==> src/rtl/ibex_rf_wr_arbiter.sv <==
// Register-file write-port arbiter: the LSU has fixed priority, the other requesters share the port round-robin.
// The winning write is registered, and a saturating counter records requester stall cycles.
module ibex_rf_wr_arbiter #(
  parameter int unsigned NumReq    = 2,
  parameter int unsigned StallCntW = 8
) (
  input  logic                        clk_i,
  input  logic                        rst_ni,
  input  logic                        lsu_we_i,
  input  logic [4:0]                  lsu_waddr_i,
  input  logic [31:0]                 lsu_wdata_i,
  input  logic [NumReq-1:0]           req_valid_i,
  input  logic [NumReq*5-1:0]         req_waddr_i,
  input  logic [NumReq*32-1:0]        req_wdata_i,
  output logic [NumReq-1:0]           req_ready_o,
  output logic                        rf_we_o,
  output logic [4:0]                  rf_waddr_o,
  output logic [31:0]                 rf_wdata_o,
  output logic [$clog2(NumReq)-1:0]   rr_ptr_o,
  output logic [StallCntW-1:0]        stall_cnt_o
);

  localparam int unsigned AddrW = 5;
  localparam int unsigned DataW = 32;
  localparam int unsigned PtrW  = $clog2(NumReq);
  localparam int unsigned IncW  = $clog2(NumReq + 1);

  logic [AddrW-1:0]     waddr_arr [NumReq];
  logic [DataW-1:0]     wdata_arr [NumReq];

  logic                 req_gnt;
  logic [PtrW-1:0]      gnt_idx;
  logic [PtrW:0]        idx_ext;
  logic                 grant_any;
  logic [AddrW-1:0]     sel_waddr;
  logic [DataW-1:0]     sel_wdata;
  logic [IncW-1:0]      stall_inc;
  logic [StallCntW:0]   stall_sum;

  logic                 rf_we_d,     rf_we_q;
  logic [AddrW-1:0]     rf_waddr_d,  rf_waddr_q;
  logic [DataW-1:0]     rf_wdata_d,  rf_wdata_q;
  logic [PtrW-1:0]      rr_ptr_d,    rr_ptr_q;
  logic [StallCntW-1:0] stall_cnt_d, stall_cnt_q;

  for (genvar k = 0; k < NumReq; k++) begin : g_unpack
    assign waddr_arr[k] = req_waddr_i[k*AddrW +: AddrW];
    assign wdata_arr[k] = req_wdata_i[k*DataW +: DataW];
  end

  // Round-robin scan starting at rr_ptr; suppressed entirely while the LSU writes.
  always_comb begin
    req_gnt     = 1'b0;
    gnt_idx     = '0;
    idx_ext     = '0;
    req_ready_o = '0;
    for (int unsigned i = 0; i < NumReq; i++) begin
      idx_ext = {1'b0, rr_ptr_q} + (PtrW+1)'(i);
      if (idx_ext >= (PtrW+1)'(NumReq)) begin
        idx_ext = idx_ext - (PtrW+1)'(NumReq);
      end
      if (!lsu_we_i && !req_gnt && req_valid_i[idx_ext[PtrW-1:0]]) begin
        req_gnt = 1'b1;
        gnt_idx = idx_ext[PtrW-1:0];
      end
    end
    if (req_gnt) begin
      req_ready_o[gnt_idx] = 1'b1;
    end
  end

  always_comb begin
    sel_waddr = lsu_waddr_i;
    sel_wdata = lsu_wdata_i;
    if (!lsu_we_i) begin
      sel_waddr = waddr_arr[gnt_idx];
      sel_wdata = wdata_arr[gnt_idx];
    end
    grant_any = lsu_we_i | req_gnt;

    // Writes to x0 are accepted but never reach the register file.
    rf_we_d    = grant_any & (sel_waddr != '0);
    rf_waddr_d = grant_any ? sel_waddr : rf_waddr_q;
    rf_wdata_d = grant_any ? sel_wdata : rf_wdata_q;

    rr_ptr_d = rr_ptr_q;
    if (req_gnt) begin
      rr_ptr_d = (gnt_idx == PtrW'(NumReq - 1)) ? '0 : gnt_idx + PtrW'(1);
    end

    stall_inc = '0;
    for (int unsigned k = 0; k < NumReq; k++) begin
      stall_inc = stall_inc + IncW'(req_valid_i[k] & ~req_ready_o[k]);
    end
    stall_sum   = {1'b0, stall_cnt_q} + (StallCntW+1)'(stall_inc);
    stall_cnt_d = stall_sum[StallCntW] ? '1 : stall_sum[StallCntW-1:0];
  end

  always_ff @(posedge clk_i or negedge rst_ni) begin
    if (!rst_ni) begin
      rf_we_q     <= 1'b0;
      rf_waddr_q  <= '0;
      rf_wdata_q  <= '0;
      rr_ptr_q    <= '0;
      stall_cnt_q <= '0;
    end else begin
      rf_we_q     <= rf_we_d;
      rf_waddr_q  <= rf_waddr_d;
      rf_wdata_q  <= rf_wdata_d;
      rr_ptr_q    <= rr_ptr_d;
      stall_cnt_q <= stall_cnt_d;
    end
  end

  assign rf_we_o     = rf_we_q;
  assign rf_waddr_o  = rf_waddr_q;
  assign rf_wdata_o  = rf_wdata_q;
  assign rr_ptr_o    = rr_ptr_q;
  assign stall_cnt_o = stall_cnt_q;

  a_ready_onehot: assert property (@(posedge clk_i) disable iff (!rst_ni)
    $onehot0(req_ready_o));
  a_ready_needs_valid: assert property (@(posedge clk_i) disable iff (!rst_ni)
    (req_ready_o & ~req_valid_i) == '0);
  a_lsu_blocks_ready: assert property (@(posedge clk_i) disable iff (!rst_ni)
    lsu_we_i |-> (req_ready_o == '0));
  a_we_not_x0: assert property (@(posedge clk_i) disable iff (!rst_ni)
    rf_we_o |-> (rf_waddr_o != '0));

endmodule

==> config.mk <==
export PLATFORM = sky130hd
export DESIGN_NAME = ibex_rf_wr_arbiter
export DESIGN_NICKNAME = d
export VERILOG_FILES = /design/src/rtl/ibex_rf_wr_arbiter.sv
export SDC_FILE = /design/constraint.sdc
export NUM_CORES = 1
export LEC_CHECK = 0
export CAP_MARGIN = 20
export CELL_PAD_IN_SITES_DETAIL_PLACEMENT = 0
export CELL_PAD_IN_SITES_GLOBAL_PLACEMENT = 1
export CORE_ASPECT_RATIO = 0.9
export CORE_MARGIN = 2
export CORE_UTILIZATION = 27
export DETAILED_ROUTE_END_ITERATION = 8
export PLACE_DENSITY = 0.92
export SYNTH_ARGS = -nofsm -noshare
export SYNTH_HDL_FRONTEND = slang
export SYNTH_SLANG_ARGS = --single-unit
==> constraint.sdc <==
create_clock -name clk_i -period 3.2 [get_ports clk_i]
set_clock_uncertainty 0.05 [all_clocks]
set_input_delay 0.64 -clock clk_i [delete_from_list [all_inputs] [get_ports clk_i]]
set_output_delay 0.64 -clock clk_i [all_outputs]
set_load 0.05 [all_outputs]
# Yosys cells after proc, flatten, opt, wreduce, memory -nomap -nowiden
# Index checks and enable logic that the tools add are counted.
# totals
regBits,47
input_bits,116
out_inout_bits,49
word_cells,55
# op_classes
add_sub_neg,6
n_lt_le_gt_ge,7
mux,23
bitwise,7
reduce_logical,7
# ops
cell,n
32-bit two-way mux,4
5-bit two-way mux,4
1-bit two-way mux,12
8-bit by 2-bit adder with 9-bit output,1
8-bit two-way mux,1
1-bit by 2-bit less-than comparator with 1-bit output (second input constant),3
1-bit NOT with 2-bit output,3
5-bit nonzero test,1
1-bit by 2-bit bitwise AND with 2-bit output,2
2-bit greater-or-equal comparator (second input constant),2
1-bit logical AND,4
1-bit by 1-bit adder with 2-bit output (second input constant),1
2-bit adder,1
1-bit by 2-bit greater-or-equal comparator with 1-bit output (second input constant),1
1-bit zero test,2
2-bit two-way mux,1
1-bit subtractor (second input constant),2
1-bit adder (second input constant),1
1-bit bitwise AND,1
1-bit demux with 1-bit select,1
1-bit greater-or-equal comparator (second input constant),1
1-bit OR,1

# Logic depth before layout (Yosys ltp)
# Gate-level depths: netlist of the first run.
# logic_depth
word_depth,20
depth_mapped,14
depth_no_buf,11

# Worst setup path before layout of the first run
# No wires, ideal clock.
# synth_timing
path_kind,input to register
startpoint,in req_valid_i[1]
endpoint,reg stall_cnt_q[0] (netlist: stall_cnt_o[0])
setup_ns,0.073
arrival_ns,3.178
required_ns,3.077
slack_ns,-0.102
stages,14
n_path_buf,3
cell_sequence,buf_6 > inv_4 > or3_4 > buf_6 > buf_12 > inv_1 > nor2_1 > ha_1 > ha_1 > inv_1 > fa_1 > nor2_1 > nand3_1 > nand2b_1
# synth_between
elab_chain_len,18
word_cells_on_any_way,25
classes_between,2 x add/sub; 2 x order compare; 12 x mux; 4 x bitwise; 5 x reduce/logical
# synth_rtl
element,line_no,rtl
start: declaration,12,"input logic [NumReq-1:0] req_valid_i,"
1-bit two-way mux (not written as such) (2 in a row),62,if (!lsu_we_i && !req_gnt && req_valid_i[idx_ext[PtrW-1:0]]) begin
1-bit logical AND,62,
1-bit two-way mux,62,
1-bit zero test,62,
1-bit logical AND (2 in a row),62,
1-bit two-way mux,62,
1-bit by 2-bit less-than comparator with 1-bit output (not written as such) or 1-bit greater-or-equal comparator (tied branches),68,req_ready_o[gnt_idx] = 1'b1;
1-bit logical AND (not written as such),68,
[2 not listed],n/a,
2-bit two-way mux *,67,if (req_gnt) begin
named net req_ready_o[1],15,"output logic [NumReq-1:0] req_ready_o,"
1-bit NOT with 2-bit output *,93,stall_inc = stall_inc + IncW'(req_valid_i[k] & ~req_ready_o[k]);
1-bit by 2-bit bitwise AND with 2-bit output *,93,
2-bit adder *,93,
8-bit by 2-bit adder with 9-bit output *,95,"stall_sum = {1'b0, stall_cnt_q} + (StallCntW+1)'(stall_inc);"
8-bit two-way mux *,96,stall_cnt_d = stall_sum[StallCntW] ? '1 : stall_sum[StallCntW-1:0];
named net stall_cnt_d[0],44,"logic [StallCntW-1:0] stall_cnt_d, stall_cnt_q;"
end signal: assignment,111,stall_cnt_q <= stall_cnt_d;
end: declaration,44,
# Mark *: on every way through the listed nets, which the timed path passes. The rest lies on a longest branch. The select of a mux whose other input is x is not followed.
# A chain may end at the register's enable or synchronous reset.

# Final worst setup path of the first run
# layout_timing
startpoint,in req_valid_i[1]
endpoint,reg stall_cnt_q[0] (netlist: stall_cnt_o[0])
# layout_between
elab_chain_len,18
word_cells_on_any_way,25
classes_between,2 x add/sub; 2 x order compare; 12 x mux; 4 x bitwise; 5 x reduce/logical
# layout_rtl
element,line_no
1-bit two-way mux (not written as such) (2 in a row),62
1-bit logical AND,62
1-bit two-way mux,62
1-bit zero test,62
1-bit logical AND (2 in a row),62
1-bit two-way mux,62
1-bit by 2-bit less-than comparator with 1-bit output (not written as such) or 1-bit greater-or-equal comparator (tied branches),68
1-bit logical AND (not written as such),68
1-bit two-way mux (not written as such),68
1-bit demux with 1-bit select,68
2-bit two-way mux,67
1-bit NOT with 2-bit output,93
1-bit by 2-bit bitwise AND with 2-bit output,93
2-bit adder *,93
8-bit by 2-bit adder with 9-bit output *,95
8-bit two-way mux *,96
named net stall_cnt_d[0],44
# Marks and branches as above.

==> impl_metrics.env, run 1 <==
export IMPL_syn_avg_cell_area_um2=10.2
export IMPL_fmax_mhz=336
export IMPL_clk_pin_slew_ps=90
export IMPL_vias_per_cell=4.74
export IMPL_rows=34
export IMPL_startpoint="req_valid_i[1]"
export IMPL_peakVddDrop_mv=0.530
export IMPL_synth_cell_type_count=31
export IMPL_numPortBuffers=164
export IMPL_timing_final_crit_share=0.929
export IMPL_cts_setup_buffers=0
export IMPL_maxCapViolCount=0
export IMPL_outcome="finished clean"
export IMPL_finalPower_mw=2.28
export IMPL_synthAdderAreaFrac=0.0211
export IMPL_synth_simple_gate_area_share=0.108
export IMPL_hold_ws_ps=302
export IMPL_wirelength_um=8410
export IMPL_synthCells=268
export IMPL_die_h_um=99.3
export IMPL_pin_count=165
export IMPL_rsz0062_at_grt="false"
export IMPL_grt_total_usage=0.151
export IMPL_crit_family="simple AND/OR/NAND/NOR gates"
export IMPL_grt_max_degree=78
export IMPL_cp_required_ps=3390
export IMPL_slowest_delay_ps=520
export IMPL_cts_resized=0
export IMPL_coreArea_um2=9740
export IMPL_antenna_cells=0
export IMPL_drive_above_1_share=0.0723
export IMPL_end_kind="flop"
export IMPL_cts_htree_levels=2
export IMPL_insertion_delay_ps=300
export IMPL_cts_root_buf="clkbuf_8"
export IMPL_critPathBufInv=4
export IMPL_cp_max_fo=6
export IMPL_die_area_um2=10900
export IMPL_synth_compound_area_frac=0.219
export IMPL_nNetsFinal=548
export IMPL_drt_initial_drc_count=82
export IMPL_multi_input_area_um2=1370
export IMPL_finalWeightedCongestion=0.834
export IMPL_critPathKind="in -> reg"
export IMPL_synth_top_family_by_area="compound AO/OA/AOI/OAI gates"
export IMPL_power_per_cell_area_nw_per_um2=499
export IMPL_clockBufferDepth=2
export IMPL_slew_headroom=0.498
export IMPL_cts_tree="built"
export IMPL_antenna_found_initial=0
export IMPL_setup_viol=0
export IMPL_area_delta_synth_final_pct=67.9
export IMPL_max_slew_worst_pin_slew_ps=754
export IMPL_finalHoldViolations=0
export IMPL_netlist_area_um2=2720
export IMPL_first_global_vias=2686
export IMPL_final_antenna_net_count=0
export IMPL_yosys_area_top_type="dfrtp_1"
export IMPL_drtPass1Iterations=4
export IMPL_synth_area_leaders="dfrtp_1, mux2i_1, a21o_1, a211oi_1, nor2_1"
export IMPL_muxShareOfSynthArea=0.142
export IMPL_ys_ff_latch=47
export IMPL_grt_pass1_wl_um=13200
export IMPL_cts_buffers_inserted=5
export IMPL_dieWidth_um=110
export IMPL_overflow=0
export IMPL_final_max_slew_viol_count=0
export IMPL_slowest_stage="clkdlybuf4s50_1"
export IMPL_vias=2633
export IMPL_initial_core_util=0.280
export IMPL_ctsHoldBuffers=0
export IMPL_clkSinkCount=47
export IMPL_cp_arrival_ps=3160
export IMPL_start_kind="primary input"
export IMPL_n_fill_cell=945
export IMPL_synth_top_area_frac=0.432
export IMPL_yosys_area_share_xor_xnor=0.0129
export IMPL_syn_nets=388
export IMPL_dp_hpwl_um=6400
export IMPL_path_cells="clkdlybuf4s50_1 > inv_4 > or3_4 > clkinvlp_4 > nor2_1 > ha_1 > ha_1 > inv_1 > fa_1 > nor2_1 > nand3_1 > nand2b_1"
export IMPL_leakagePower_nw=2.14
export IMPL_seq_area_um2=1180
export IMPL_final_util=0.469
export IMPL_min_period_ps=2970
export IMPL_r2r_start="rr_ptr_o"
export IMPL_synth_seq_area_share=0.432
export IMPL_hp_class="in -> async"
export IMPL_drc=0
export IMPL_wl_per_cell_um=15.2
export IMPL_ys_warnings_count=0
[area by class of cell]
class / instances / area share
multi-input combinational: 196 / 0.300
clock inverter: 2 / 0.00766
timing repair buffer: 173 / 0.378
sequential: 47 / 0.257
inverter: 5 / 0.00547
clock buffer: 6 / 0.0181
tap: 126 / 0.0345
[state kept, by name, indices dropped and copies added, names as in the netlist]
name	flops
rf_we_o	1
rf_wdata_o	32
rr_ptr_o	1
rf_waddr_o	5
stall_cnt_o	8
[worst reg2reg max path: stages (launching register included)]
cell	delay, ps
dfrtp_1	480
nor2b_4	80
or3_4	350
clkinvlp_4	90
nor2_1	40
ha_1	270
ha_1	150
inv_1	50
fa_1	460
nor2_1	190
nand3_1	210
nand2b_1	120
[worst paths after layout]
check,endpoint,slack (ps),depth (start not counted)
max,stall_cnt_o[0],230,12
min,rf_wdata_o[0],300,1
max reg2reg,stall_cnt_o[0],610,11
min reg2reg,rf_waddr_o[2],440,2
max in group asynchronous,rf_wdata_o[19],2260,2
min in group clk_i,rf_waddr_o[2],440,2
[metrics by stage]
step	worst slack, ps	TNS, ps	area [µm²]	instances
CTS	240	0	4550	554
global placement	-11.4	-17.8	4430	546
detailed placement	-85.8	-425	4430	546
floorplan	55.0	0	2730	268
global route	49.8	0	4570	555
finish	226	0	4570	555
[report_power, final]
group	switching [mW]	total, mW	internal, mW
Combinational	0.598	1.03	0.435
Clock	0.211	0.464	0.253
Sequential	0.0917	0.783	0.692
[layer usage]
layer  global-route usage  part of all wire  up-vias
li1                     -                 -     1284
met1                0.183              0.40     1241
met2                0.264              0.49       98
met3               0.0419             0.093       10
met4               0.0341             0.011        0
met5                    0                 0        -
[cells in the final DEF, fill, tap and decap left out, types with 2 or more instances in the layout]
cell type / synthesis / routed
dfrtp_1: 47 / 47
a211oi_1: 32 / 32
mux2i_1: 33 / 33
o21ai_0: 7 / 7
nand3_1: 2 / 2
nand2_1: 10 / 10
xor2_1: 3 / 3
inv_1: 4 / 3
mux2_2: 5 / 5
a21oi_1: 8 / 8
buf_2: 5 / 2
a21o_1: 33 / 33
ha_1: 3 / 3
nor2_1: 38 / 38
clkbuf_8: 0 / 6
a31oi_1: 4 / 4
buf_4: 3 / 9
clkdlybuf4s50_1: 0 / 160
nor2b_1: 5 / 5
nand2b_1: 3 / 3
nand4_1: 2 / 2
[cell families after synthesis]
kind of cell    Yosys count
buf+inv                  25
fa+ha+maj                 4
xor+xnor                  4
flops                    47
mux                      38
simple gates             65
compound gates           85
[cell usage after synthesis, drive strengths merged]
cell type / number
dfrtp: 47
nor2: 38
a21o: 33
mux2i: 33
a211oi: 32
buf: 13
nand2: 10
a21oi: 8
clkbuf: 7
o21ai: 7
nor2b: 6
inv: 5
mux2: 5
a31oi: 4
ha: 3
nand2b: 3
xor2: 3
nand3: 2
nand4: 2
fa: 1
nor3: 1
nor4: 1
o21a: 1
or2: 1
or3: 1
xnor2: 1
Note: power is estimated with default switching activity, not from simulation.
==> run 2, diff against run 1 <==
--- a/config.mk
+++ b/config.mk
@@ -12,6 +12,7 @@
 export CORE_MARGIN = 2
 export CORE_UTILIZATION = 27
 export DETAILED_ROUTE_END_ITERATION = 8
+export HOLD_SLACK_MARGIN = 0.12
 export PLACE_DENSITY = 0.92
 export SYNTH_ARGS = -nofsm -noshare
 export SYNTH_HDL_FRONTEND = slang
==> results of run 2 <==
Final layout, timing and power as in run 1 (identical DEF).
